$ cat src/rtl/piso_rr_scheduler.sv
// Shares one PISO between NUM_REQ word requesters: round-robin grant, load strobe, serial window, gap.
// Build option: define PISO_SCHED_PRIORITY_EN for fixed lowest-index-wins priority (no rr pointer).
module piso_rr_scheduler #(
    parameter int NUM_REQ    = 4,
    parameter int DATA_WIDTH = 8,
    parameter int GAP_CYCLES = 1
) (
    input  logic                          clk,
    input  logic                          reset,
    input  logic [NUM_REQ-1:0]            req_valid,
    input  logic [NUM_REQ*DATA_WIDTH-1:0] req_data,
    output logic [NUM_REQ-1:0]            req_ready,
    output logic                          piso_enable,
    output logic [DATA_WIDTH-1:0]         piso_data,
    output logic                          frame_valid,
    output logic [$clog2(NUM_REQ)-1:0]    frame_owner,
    output logic                          busy
);
    localparam int IDX_W = $clog2(NUM_REQ);
    localparam int CNT_W = $clog2(DATA_WIDTH + 1);
    localparam int GAP_W = $clog2(GAP_CYCLES + 1);
    localparam logic [CNT_W-1:0] CNT_LAST = CNT_W'(DATA_WIDTH - 1);
    localparam logic [GAP_W-1:0] GAP_LAST = GAP_W'(GAP_CYCLES - 1);
    localparam logic [IDX_W-1:0] IDX_LAST = IDX_W'(NUM_REQ - 1);

    typedef enum logic [1:0] {IDLE, LOAD, SHIFT, GAP} state_t;

    state_t                  state_q;
    logic [CNT_W-1:0]        cnt_q;
    logic [GAP_W-1:0]        gap_q;
    logic                    piso_enable_q;
    logic [DATA_WIDTH-1:0]   piso_data_q;
    logic [IDX_W-1:0]        frame_owner_q;
    logic                    frame_valid_q;

    logic                    grant_vld;
    logic [IDX_W-1:0]        grant_idx;
    logic [DATA_WIDTH-1:0]   grant_data;

`ifdef PISO_SCHED_PRIORITY_EN
    // Descending scan so the lowest valid index is the one left standing.
    always_comb begin
        grant_vld = 1'b0;
        grant_idx = '0;
        for (int i = NUM_REQ - 1; i >= 0; i--) begin
            if (req_valid[i]) begin
                grant_vld = 1'b1;
                grant_idx = IDX_W'(i);
            end
        end
    end
`else
    logic [IDX_W-1:0] rr_ptr_q;
    logic [IDX_W-1:0] rr_ptr_d;

    // Descending offset scan from the pointer: the smallest wrapped offset wins.
    always_comb begin
        int j;
        j         = 0;
        grant_vld = 1'b0;
        grant_idx = '0;
        for (int k = NUM_REQ - 1; k >= 0; k--) begin
            j = int'(rr_ptr_q) + k;
            if (j >= NUM_REQ) j = j - NUM_REQ;
            if (req_valid[j]) begin
                grant_vld = 1'b1;
                grant_idx = IDX_W'(j);
            end
        end
    end

    assign rr_ptr_d = (grant_idx == IDX_LAST) ? '0 : grant_idx + 1'b1;

    always_ff @(posedge clk or negedge reset) begin
        if (!reset) begin
            rr_ptr_q <= '0;
        end else if (state_q == IDLE && grant_vld) begin
            rr_ptr_q <= rr_ptr_d;
        end
    end
`endif

    always_comb begin
        grant_data = '0;
        for (int i = 0; i < NUM_REQ; i++) begin
            if (grant_idx == IDX_W'(i)) grant_data = req_data[i*DATA_WIDTH +: DATA_WIDTH];
        end
    end

    // Ready is gated by reset so every output is low while reset is held.
    always_comb begin
        req_ready = '0;
        if (reset && state_q == IDLE && grant_vld) req_ready[grant_idx] = 1'b1;
    end

    always_ff @(posedge clk or negedge reset) begin
        if (!reset) begin
            state_q       <= IDLE;
            cnt_q         <= '0;
            gap_q         <= '0;
            piso_enable_q <= 1'b0;
            piso_data_q   <= '0;
            frame_owner_q <= '0;
            frame_valid_q <= 1'b0;
        end else begin
            // One cycle behind SHIFT, matching the PISO output register.
            frame_valid_q <= (state_q == SHIFT);
            piso_enable_q <= 1'b0;
            case (state_q)
                IDLE: begin
                    if (grant_vld) begin
                        piso_data_q   <= grant_data;
                        frame_owner_q <= grant_idx;
                        piso_enable_q <= 1'b1;
                        state_q       <= LOAD;
                    end
                end
                LOAD: begin
                    cnt_q   <= '0;
                    state_q <= SHIFT;
                end
                SHIFT: begin
                    if (cnt_q == CNT_LAST) begin
                        gap_q   <= '0;
                        state_q <= GAP;
                    end else begin
                        cnt_q <= cnt_q + 1'b1;
                    end
                end
                GAP: begin
                    if (gap_q == GAP_LAST) state_q <= IDLE;
                    else gap_q <= gap_q + 1'b1;
                end
                default: state_q <= IDLE;
            endcase
        end
    end

    assign piso_enable = piso_enable_q;
    assign piso_data   = piso_data_q;
    assign frame_owner = frame_owner_q;
    assign frame_valid = frame_valid_q;
    assign busy        = (state_q != IDLE);

endmodule

$ cat config.mk
export PLATFORM = sky130hd
export DESIGN_NAME = piso_rr_scheduler
export DESIGN_NICKNAME = d
export VERILOG_FILES = /design/src/rtl/piso_rr_scheduler.sv
export SDC_FILE = /design/constraint.sdc
export NUM_CORES = 1
export LEC_CHECK = 0
export CAP_MARGIN = 25
export CORE_ASPECT_RATIO = 1.25
export CORE_UTILIZATION = 47
export CTS_CLUSTER_DIAMETER = 40
export DETAILED_ROUTE_END_ITERATION = 8
export PLACE_DENSITY = 0.85
export SETUP_SLACK_MARGIN = 0.15
export SLEW_MARGIN = 10
export SYNTH_ARGS = -nofsm -noshare
export SYNTH_HDL_FRONTEND = slang
export SYNTH_SLANG_ARGS = --single-unit
$ cat constraint.sdc
create_clock -name clk -period 4.8 [get_ports clk]
set_input_delay 0.48 -clock clk [delete_from_list [all_inputs] [get_ports clk]]
set_output_delay 0.48 -clock clk [all_outputs]
set_load 0.01 [all_outputs]
# == Word-level counts from Yosys, hierarchy flattened ==
# Index checks and enable logic that the tools add are counted.
# op_classes
reduce_logical,13
n_eq_ne,11
n_lt_le_gt_ge,10
n_addsub,10
n_mux,43
# op_table
op,n
$lt 32x4->1 const B,4
$mux 32,4
$mux 8,4
$mux 1,17
$mux 2,8
$sub 3x3->4 const B,3
$ge 3x3->1 const B,3
$bmux 1 s2,4
$eq 2x2->1 const B,4
$mux 4,2
$pmux 2 s4,1
$pmux 4 s2,1
$add 2x2->3 const B,2
$ne 2x2->1 const B,3
$reduce_and 2->1,3
$reduce_bool 2->1,3
$add 4x1->4 const B,1
$eq 2x1->1 const B,2
$eq 4x3->1 const B,1
$logic_and 1x1->1,4
$logic_not 2->1,2
$sub 2x3->4 const B,1
$add 2x1->3 const B,1
$ge 2x3->1 const B,1
8 further kinds,8
# totals
reg_bits,21
inputBits,38
elab_cells,95

# == Longest topological paths before layout ==
# Gate-level depths: netlist (run 1).
# depth
depth_word,15
mapped_depth,9
mapped_depth_nobuf,7

# == Worst setup path after synthesis (run 1) ==
# Ideal clock, no wire load.
# synth_path
kind,input port to output port
start,input req_valid[0]
end,output req_ready[3]
required_time_ns,4.320
cell_stages,7
slack_ns,2.531
t_arrival_ns,1.789
n_path_buf,2
path_cell_list,and2_0 -> o21ai_0 -> and3_1 -> ha_1 -> buf_2 -> clkbuf_1 -> and3_1
# synth_between
elab_chain_len,12
elab_cells_between_ends,27
# synth_rtl
element,line_no,text
from (decl),10,"input logic [NUM_REQ-1:0] req_valid,"
$bmux 1 s2,65,if (req_valid[j]) begin
$mux 1 (implied by the code) (2 in a row),65,
$mux 2 (3 in a row),65,
$mux 2 *,65,
via grant_idx[1],37,logic [IDX_W-1:0] grant_idx;
$lt 2x3->1 (implied by the code) or $ge 2x1->1 (tied branches),93,if (reset && state_q == IDLE && grant_vld) req_ready[grant_idx] = 1'b1;
$logic_and 1x1->1 (implied by the code),93,
$mux 1 (implied by the code),93,
$demux 1 s2 *,93,
$mux 4 *,93,
to (decl),12,"output logic [NUM_REQ-1:0] req_ready,"
# Mark *: on every way through the listed nets, which the timed path passes. The rest lies on a longest branch. The select of a mux whose other input is x is not followed.

# == Worst setup path in the final report (run 1) ==
# Ends and elaborated chain as after synthesis.

==> flow_summary_export.csv, run 1 <==
group,metric,value,unit
run_status,status,"finished clean",
worst_setup_path,r2r_setup_slack,2410,ps
place,dpl_cell_area,1940,µm²
cts,h-tree-depth,1,
floorplan,die_w,50.9,µm
worst_setup_path,reg2reg_from,"rr_ptr_q[1]",
yosys,synth_top_family_by_area,"compound AO/OA/AOI/OAI gates",
place,gp_congestion,0.751,
yosys,synth_warnings,0,
grt,grt_pass1_vias,1241,
grt,antenna_found_initial,0,
place,dpl_worst_slack,1380,ps
grt,grt-ovfl-total,0,
power,pwr_density_cell,577,nW/µm²
yosys,synthArstFlopShare,1.00,
cts,cts_tree,"built",
yosys,ys_dominant_reg_cell,"dfrtp_1",
yosys,synth-xor-area-share,0,
sta,holdWs,506,ps
final_layout,layout_commonest_cell,"clkdlybuf4s50_1",
power,clkPwrFrac,0.121,
cts,root_buffer,"clkbuf_4",
flow_run,drv_cap,0,
worst_setup_path,end_kind,"output pin",
yosys,synth_area,1410,µm²
worst_setup_path,crit_path_start_kind,"input pin",
worst_hold_path,worstHoldStart,"frame_owner[0]",
final_layout,fill_cells,211,
place,dp_hpwl,2590,µm
final_layout,finalInstanceArea,1990,µm²
worst_setup_path,path_class,"input pin to output pin",
yosys,synth-edff-count,0,
yosys,netlist_instances,148,
worst_setup_path,r2r_end,"piso_data[3]",
worst_hold_path,min_path_cells,1,
final_layout,instances_no_fill,232,
route,ant_nets,0,
grt,grt_use_total,0.219,
route,wire_per_inst,14.5,µm
cts,postCtsHoldBufs,0,
floorplan,dieArea,3220,µm²
yosys,syn_area_per_cell,9.50,µm²
sta,finalHoldViolCount,0,
power,ir_drop,560,µV
floorplan,rows,21,
worst_setup_path,cp.required,4320,ps
yosys,ys_seq_area_frac,0.356,
sta,max_slew_margin,0.625,
sta,fin_setup_tns,0,ps
final_layout,layout.nets,245,
route,routed_via_density,5.50,
sta,final.setup.worst_slack,1330,ps
final_layout,drive_above_1_share,0.152,
final_layout,seqCellArea,500,µm²
power,power_frac_comb,0.601,
final_layout,final_cell_mix,"clkdlybuf4s50_1, dfrtp_1, nand2_1, inv_1, a21oi_1",
yosys,yosys.area_share.simple,0.214,
yosys,synthAdderAreaFrac,0.0712,
route,wl,3370,µm
worst_setup_path,ff2ff_path_depth,7,
cts,cts_resized,0,
place,port_buffers,54,
route,drcViolationCount,0,
cts,path_clk_slew,120,ps
final_layout,num_antenna_cells,0,
route,first_pass_iters,4,
sta,max_freq,0.288,GHz
grt,grt_first_pass_wirelength,5440,µm
cts,post_cts_buffers,0,
cts,numClockSinks,20,
power,power_switching,459,µW
worst_setup_path,arrival,2990,ps
sta,finalSetupViolCount,0,
cts,clk_latency,300,ps
cts,clk_path_buf_depth,2,
floorplan,ios,55,
power,p_int,692,µW
floorplan,initial_core_util,0.510,
worst_hold_path,hold_path_end,"frame_owner[0]",
power,seq_power_share,0.278,
final_layout,syn_to_final_growth,41.7,%
worst_hold_path,hold_path_class,"register to register",
sta,finalCritPeriodShare,0.723,
cts,cts_buffers,3,
yosys,muxShareOfSynthArea,0.0365,
route,vias,1277,
yosys,ys_ff_latch,20,
sta,worstMarginPinSlew,562,ps
place,placedCellCount,228,
route,drtIter0Drc,23,
yosys,synth_compound_area_frac,0.245,
yosys,syn_nets,194,
sta,skew,3.41,ps
final_layout,fin_util,0.722,
floorplan,coreArea,2760,µm²
power,p_leak,0.847,nW
final_layout,multi_input_comb_area,797,µm²
grt,grt_max_degree,26,
power,p_sw_frac,0.399,
sta,final.min_clock_period,3470,ps
sta,slew_viol_final,0,
floorplan,fp.dieH,63.2,µm
sta,grt_setup_unrepaired,"no",
power,power,1.15,mW
worst_setup_path,path_max_fanout,17,
yosys,ys_types,36,
[logic make-up after synthesis]
group,count (synthesis)
compound gates,38
simple gates,54
flops,20
buf+inv,23
mux,5
fa+ha+maj,8
[registers in the layout, summed over array words and instances (netlist names)]
signal	count
frame_valid	1
piso_data	8
frame_owner	2
rr_ptr_q	2
piso_enable	1
cnt_q	4
state_q	2
[power groups by stage]
stage          clock network, mW  logic (mW)  registers, mW
6_report                   0.139       0.692          0.320
5_1_grt                    0.145       0.752          0.331
3_5_place_dp                   0       0.688          0.324
3_3_place_gp                   0       0.666          0.319
2_1_floorplan                  0       0.459          0.335
4_1_cts                    0.138       0.696          0.321
[layout make-up]
class | instances | share of cell area
multi-input cells | 105 | 0.400
repair buffers | 55 | 0.275
flip-flops and latches | 20 | 0.251
inverters | 14 | 0.0264
well taps | 34 | 0.0213
clock inverters | 1 | 0.0151
clock buffers | 3 | 0.0113
[worst max-delay path, cell delays in order]
cell and delay [ps]:
clkdlybuf4s50_1 530, and2_0 190, o21ai_0 260, and3_1 240, ha_1 520, and3_1 240, clkdlybuf4s50_1 530
[how the worst max path moves through the flow]
stage	end	from	cells past startpoint	slack, ps
floorplan	req_ready[3]	req_valid[0]	7	2530
global placement	req_ready[3]	req_valid[0]	7	1380
detailed placement	req_ready[3]	req_valid[0]	7	1380
CTS	req_ready[3]	req_valid[0]	7	1340
global route	req_ready[3]	req_valid[0]	7	1120
finish	req_ready[3]	req_valid[0]	7	1330
[routing by layer]
layer  GRT usage  part of all wire  up-vias
met1       0.263              0.41      600
met4      0.0625             0.012        0
met2       0.403              0.54       44
met5           0                 0        -
met3      0.0145             0.040        4
li1            -                 -      629
[synth_stat cells, types with 4 or more instances]
library cell  instances  area (µm²)
a21oi_1              11        55.1
a221o_1               8        80.1
a31oi_2               8         100
and3_1                7        43.8
dfrtp_1              20         500
ha_1                  8         100
inv_1                13        48.8
mux2i_1               4        40.0
nand2_1              13        48.8
nand3b_1             10        75.1
nor2_1                5        18.8
nor2_2                9        56.3
Power figures use the tool's default switching activity.
==> inputs of run 2 (changes only) <==
- CORE_UTILIZATION: 47 -> 39
- PLACE_DENSITY: 0.85 -> 0.76
- clock period: 4.8 -> 2.9 ns (I/O delays scaled with it)
==> run 2 against run 1 <==
Effect of this change: sequential share of layout area fell by 0.57 points; non-clock buffer count up 5; critical path type unchanged; die area up 20%; hold slack lost 120 ps; global-route usage is 2.6 points lower; largest power group unchanged; highest routed layer unchanged.
==> flow_summary_export.csv, run 2 (synthesis results as in run 1) <==
group,metric,value,unit
route,first_pass_iters,4,
power,pwr_density_cell,935,nW/µm²
final_layout,fin_util,0.591,
worst_setup_path,cp.depth,7,
power,power_frac_comb,0.609,
place,dpl_cell_area,1980,µm²
route,wl,3500,µm
sta,max_slew_margin,0.635,
worst_setup_path,crit_path_start_kind,"input pin",
floorplan,initial_core_util,0.407,
worst_setup_path,end_kind,"output pin",
final_layout,multi_input_comb_area,797,µm²
worst_setup_path,ff2ff_path_depth,8,
final_layout,layout.nets,250,
worst_setup_path,path_class,"input pin to output pin",
run_status,status,"finished clean",
cts,root_buffer,"clkbuf_8",
final_layout,num_antenna_cells,0,
cts,clk_latency,260,ps
power,seq_power_share,0.279,
route,wire_per_inst,14.5,µm
place,port_buffers,54,
cts,path_clk_slew,70,ps
worst_setup_path,path_max_fanout,8,
sta,finalCritPeriodShare,0.894,
final_layout,finalInstanceArea,2040,µm²
floorplan,rows,24,
cts,numClockSinks,20,
worst_setup_path,worst-path-buf-inv,2,
sta,holdWs,387,ps
power,p_int,1.15,mW
power,ir_drop,598,µV
worst_setup_path,cp.required,2610,ps
final_layout,layout_commonest_cell,"clkdlybuf4s50_1",
grt,grt_max_degree,17,
place,dp_hpwl,2630,µm
worst_setup_path,r2r_setup_slack,700,ps
route,drcViolationCount,0,
grt,grt_use_total,0.193,
power,power,1.91,mW
power,p_sw_frac,0.395,
floorplan,ios,55,
place,gp_congestion,0.907,
worst_setup_path,reg2reg_from,"rr_ptr_q[1]",
grt,antenna_found_initial,0,
final_layout,seqCellArea,500,µm²
final_layout,fill_cells,310,
grt,grt_first_pass_wirelength,6110,µm
final_layout,drive_above_1_share,0.172,
worst_hold_path,hold_path_class,"input pin to async pin",
worst_setup_path,cp_cell_sequence,"clkdlybuf4s50_1 -> mux2i_1 -> nand2_1 -> and3_1 -> ha_1 -> and3_1 -> clkdlybuf4s50_1",
sta,final.min_clock_period,2590,ps
final_layout,syn_to_final_growth,45.0,%
sta,skew,4.69,ps
power,p_leak,0.874,nW
floorplan,coreArea,3450,µm²
sta,finalSetupViolCount,0,
worst_setup_path,r2r_end,"piso_data[0]",
sta,fin_setup_tns,0,ps
worst_setup_path,endpoint,"req_ready[1]",
route,ant_nets,0,
cts,cts_tree,"built",
worst_setup_path,critPathMaxStageDelay,590,ps
cts,h-tree-depth,1,
cts,clk_path_buf_depth,2,
worst_setup_path,crit_start,"req_valid[3]",
cts,cts_buffers,3,
sta,slew_viol_final,0,
route,routed_via_density,5.50,
sta,max_freq,0.386,GHz
power,power_switching,752,µW
worst_setup_path,crit_family,"buffers and inverters",
grt,grt-ovfl-total,0,
floorplan,dieArea,3850,µm²
worst_setup_path,slowest_stage,"clkdlybuf4s50_1",
floorplan,die_w,55.7,µm
grt,grt_pass1_vias,1374,
floorplan,fp.dieH,69.1,µm
sta,worstMarginPinSlew,546,ps
final_layout,largest_reg_flops,8,
worst_setup_path,arrival,2300,ps
route,drtIter0Drc,57,
sta,grt_setup_unrepaired,"no",
final_layout,final_cell_mix,"clkdlybuf4s50_1, dfrtp_1, nand2_1, inv_1, a21oi_1",
sta,finalHoldViolCount,0,
flow_run,drv_cap,0,
power,clkPwrFrac,0.112,
route,vias,1331,
==> run 2: metal layers <==
metal | part of all wire | global-route usage | vias to the layer above
li1 | - | - | 637
met5 | 0 | 0 | -
met3 | 0.069 | 0.0300 | 4
met1 | 0.44 | 0.243 | 632
met4 | 0.0083 | 0.0583 | 0
met2 | 0.48 | 0.335 | 58
==> run 2: worst min path at each step <==
stage | from | endpoint | slack [ps]
finish | reset | piso_enable | 390
detailed placement | frame_owner[0] | frame_owner[0] | 490
CTS | reset | piso_data[5] | 390
global route | reset | piso_data[5] | 410
floorplan | reset | cnt_q[0] | -6
global placement | frame_owner[0] | frame_owner[0] | 480
==> run 2: area by class of cell <==
cell class,instances,area share
clock buffer,4,0.0270
inverter,14,0.0258
multi-input combinational,105,0.391
sequential,20,0.245
tap,39,0.0239
timing repair buffer,60,0.287
==> run 2: repair_timing <==
action	CTS	global route
endpoints found under the hold margin	0	0
endpoints found under the setup margin	0	1
setup buffers	0	0
hold buffers	0	0
gates resized for setup	0	1
==> run 2: stage by stage <==
| stage | setup slack (ps) | std cells |
|---|---|---|
| after floorplan | 855 | 148 |
| after global placement | 322 | 238 |
| after detailed placement | 289 | 238 |
| after CTS | 290 | 242 |
| after global routing | 183 | 242 |
| final | 306 | 242 |
==> run 2: power groups by stage <==
stage | combinational (mW) | clock, mW | sequential, mW
floorplan | 0.760 | 0 | 0.554
global placement | 1.14 | 0 | 0.525
detailed placement | 1.16 | 0 | 0.533
CTS | 1.17 | 0.222 | 0.529
global route | 1.29 | 0.230 | 0.549
finish | 1.16 | 0.214 | 0.531
==> inputs of run 3 (changes only) <==
- ABC_CLOCK_PERIOD_IN_PS: unset -> 2900
- CORE_ASPECT_RATIO: 1.25 -> 1.5
- SETUP_SLACK_MARGIN: 0.15 -> unset
==> run 3 against run 2 <==
Effect of this change: sequential power is essentially flat; sequential share of layout area shrank 0.33 points; clock power grew 28%; total power grew 2.9%; register-to-register slack lost 20 ps; largest power group unchanged; largest cell class unchanged; maximum frequency grew 0.37%; count of clock-buffer cells in the layout shrank 1; worst setup slack gained 9.5 ps; hold slack gained 110 ps; global-route usage shrank 1.6 points.
==> flow_summary_export.csv, run 3 (synthesis results as in run 1) <==
group,metric,value,unit
sta,finalHoldViolCount,0,
cts,cts_resized,0,
floorplan,ios,55,
place,dp_hpwl,2670,µm
cts,numClockSinks,20,
worst_setup_path,cp.depth,7,
place,dpl_cell_area,2000,µm²
route,routed_via_density,5.18,
final_layout,largest_reg_flops,8,
worst_setup_path,path_max_fanout,5,
worst_setup_path,crit_path_start_kind,"input pin",
cts,cts_tree,"built",
floorplan,rows,26,
route,dr_wl_met3,167,µm
sta,fin_setup_tns,0,ps
cts,clk_latency,260,ps
worst_setup_path,crit_start,"req_valid[3]",
floorplan,dieArea,3860,µm²
cts,h-tree-depth,1,
route,wl,3250,µm
grt,grt_use_total,0.177,
power,power_frac_comb,0.590,
worst_setup_path,cp.required,2610,ps
final_layout,final_cell_mix,"clkdlybuf4s50_1, dfrtp_1, nand2_1, inv_1, a21oi_1",
run_status,status,"finished clean",
power,clkPwrFrac,0.139,
final_layout,finalInstanceArea,2070,µm²
grt,grt_first_pass_wirelength,5130,µm
grt,grt_pass1_vias,1242,
sta,worstMarginPinSlew,325,ps
worst_setup_path,reg2reg_from,"rr_ptr_q[1]",
route,first_pass_iters,4,
power,p_int,1.22,mW
route,ant_nets,0,
power,pwr_density_cell,948,nW/µm²
place,placedCellCount,242,
sta,skew,9.79,ps
cts,cts_buffers,3,
place,dpl_worst_slack,357,ps
final_layout,layout.nets,251,
sta,holdWs,499,ps
cts,post_cts_buffers,0,
power,p_sw_frac,0.380,
worst_setup_path,worst-path-buf-inv,2,
final_layout,layout_commonest_cell,"clkdlybuf4s50_1",
cts,postCtsHoldBufs,0,
cts,clk_path_buf_depth,2,
sta,finalSetupViolCount,0,
route,route.met2.wl,1770,µm
final_layout,instances_no_fill,246,
sta,final.setup.worst_slack,316,ps
worst_setup_path,ff2ff_path_depth,8,
floorplan,die_w,51.0,µm
place,port_buffers,54,
cts,path_clk_slew,80,ps
route,drcViolationCount,0,
sta,grt_setup_unrepaired,"no",
final_layout,syn_to_final_growth,47.0,%
worst_setup_path,slowest_stage,"clkdlybuf4s50_1",
power,power_switching,744,µW
floorplan,initial_core_util,0.412,
worst_setup_path,path_class,"input pin to output pin",
route,wire_per_inst,13.2,µm
floorplan,coreArea,3420,µm²
cts,root_buffer,"clkbuf_8",
sta,finalCritPeriodShare,0.891,
route,met1Wirelength,1290,µm
power,ir_drop,509,µV
sta,slew_viol_final,0,
route,vias,1274,
grt,grt-ovfl-total,0,
worst_setup_path,r2r_end,"piso_data[4]",
flow_run,drv_cap,0,
worst_setup_path,arrival,2290,ps
final_layout,num_antenna_cells,0,
final_layout,fin_util,0.605,
worst_setup_path,end_kind,"output pin",
power,seq_power_share,0.271,
worst_hold_path,hold_path_class,"register to register",
sta,max_freq,0.387,GHz
worst_setup_path,crit_family,"buffers and inverters",
worst_setup_path,critPathMaxStageDelay,600,ps
grt,antenna_found_initial,0,
final_layout,drive_above_1_share,0.176,
worst_setup_path,r2r_setup_slack,680,ps
route,maxUsedRoutingLayer,"met4",
worst_setup_path,endpoint,"req_ready[3]",
sta,final.min_clock_period,2580,ps
place,gp_congestion,0.869,
worst_hold_path,worstHoldStart,"frame_owner[0]",
floorplan,fp.dieH,75.5,µm
worst_setup_path,cp_cell_sequence,"clkdlybuf4s50_1 -> nor2_1 -> a21oi_1 -> and3_1 -> ha_1 -> and3_1 -> clkdlybuf4s50_1",
grt,grt_max_degree,22,
route,drtIter0Drc,32,
power,power,1.96,mW
sta,max_slew_margin,0.781,
power,p_leak,0.885,nW
run 3: cell count changes in the layout (fill, tap and decap cells not counted), sizes merged:
cell,delta
buf,+1
bufinv,+1
clkbuf,-1
run 3: how the worst min path moves through the flow:
stage | endpoint | slack [ps] | cells past startpoint
detailed placement | frame_owner[0] | 490 | 1
floorplan | cnt_q[0] | -6 | 0
finish | frame_owner[0] | 500 | 1
global placement | frame_owner[0] | 480 | 1
CTS | frame_owner[0] | 510 | 1
global route | frame_owner[0] | 530 | 1
run 3: layout make-up:
| cell class | count | area [µm²] |
|---|---|---|
| Timing Repair Buffer | 61 | 593 |
| Clock inverter | 1 | 30.0 |
| Inverter | 14 | 52.6 |
| Multi-Input combinational cell | 105 | 797 |
| Fill cell | 308 | 1350 |
| Clock buffer | 3 | 41.3 |
| Tap cell | 42 | 52.6 |
| Sequential cell | 20 | 500 |
run 3: worst register-to-register path, delay by kind of cell, from the launching register on:
kind	cells	cell delay (ps)
AO/OA/AOI/OAI	3	750
AND/OR/NAND/NOR	3	530
flip-flops	1	440
adder cells (fa/ha/maj)	1	230
buffers and inverters	1	180
run 3: power by group through the flow:
stage                     logic, mW  registers, mW  clock network (mW)
after floorplan               0.760          0.554                   0
after global placement         1.13          0.527                   0
after detailed placement       1.16          0.535                   0
after CTS                      1.17          0.530               0.281
after global routing           1.26          0.546               0.288
final                          1.16          0.531               0.273
run 3: layer usage:
metal / global-route usage / vias up
met4: 0.0741 / 0
met2: 0.341 / 44
met5: 0 / -
li1: - / 639
met3: 0.0259 / 2
met1: 0.188 / 589
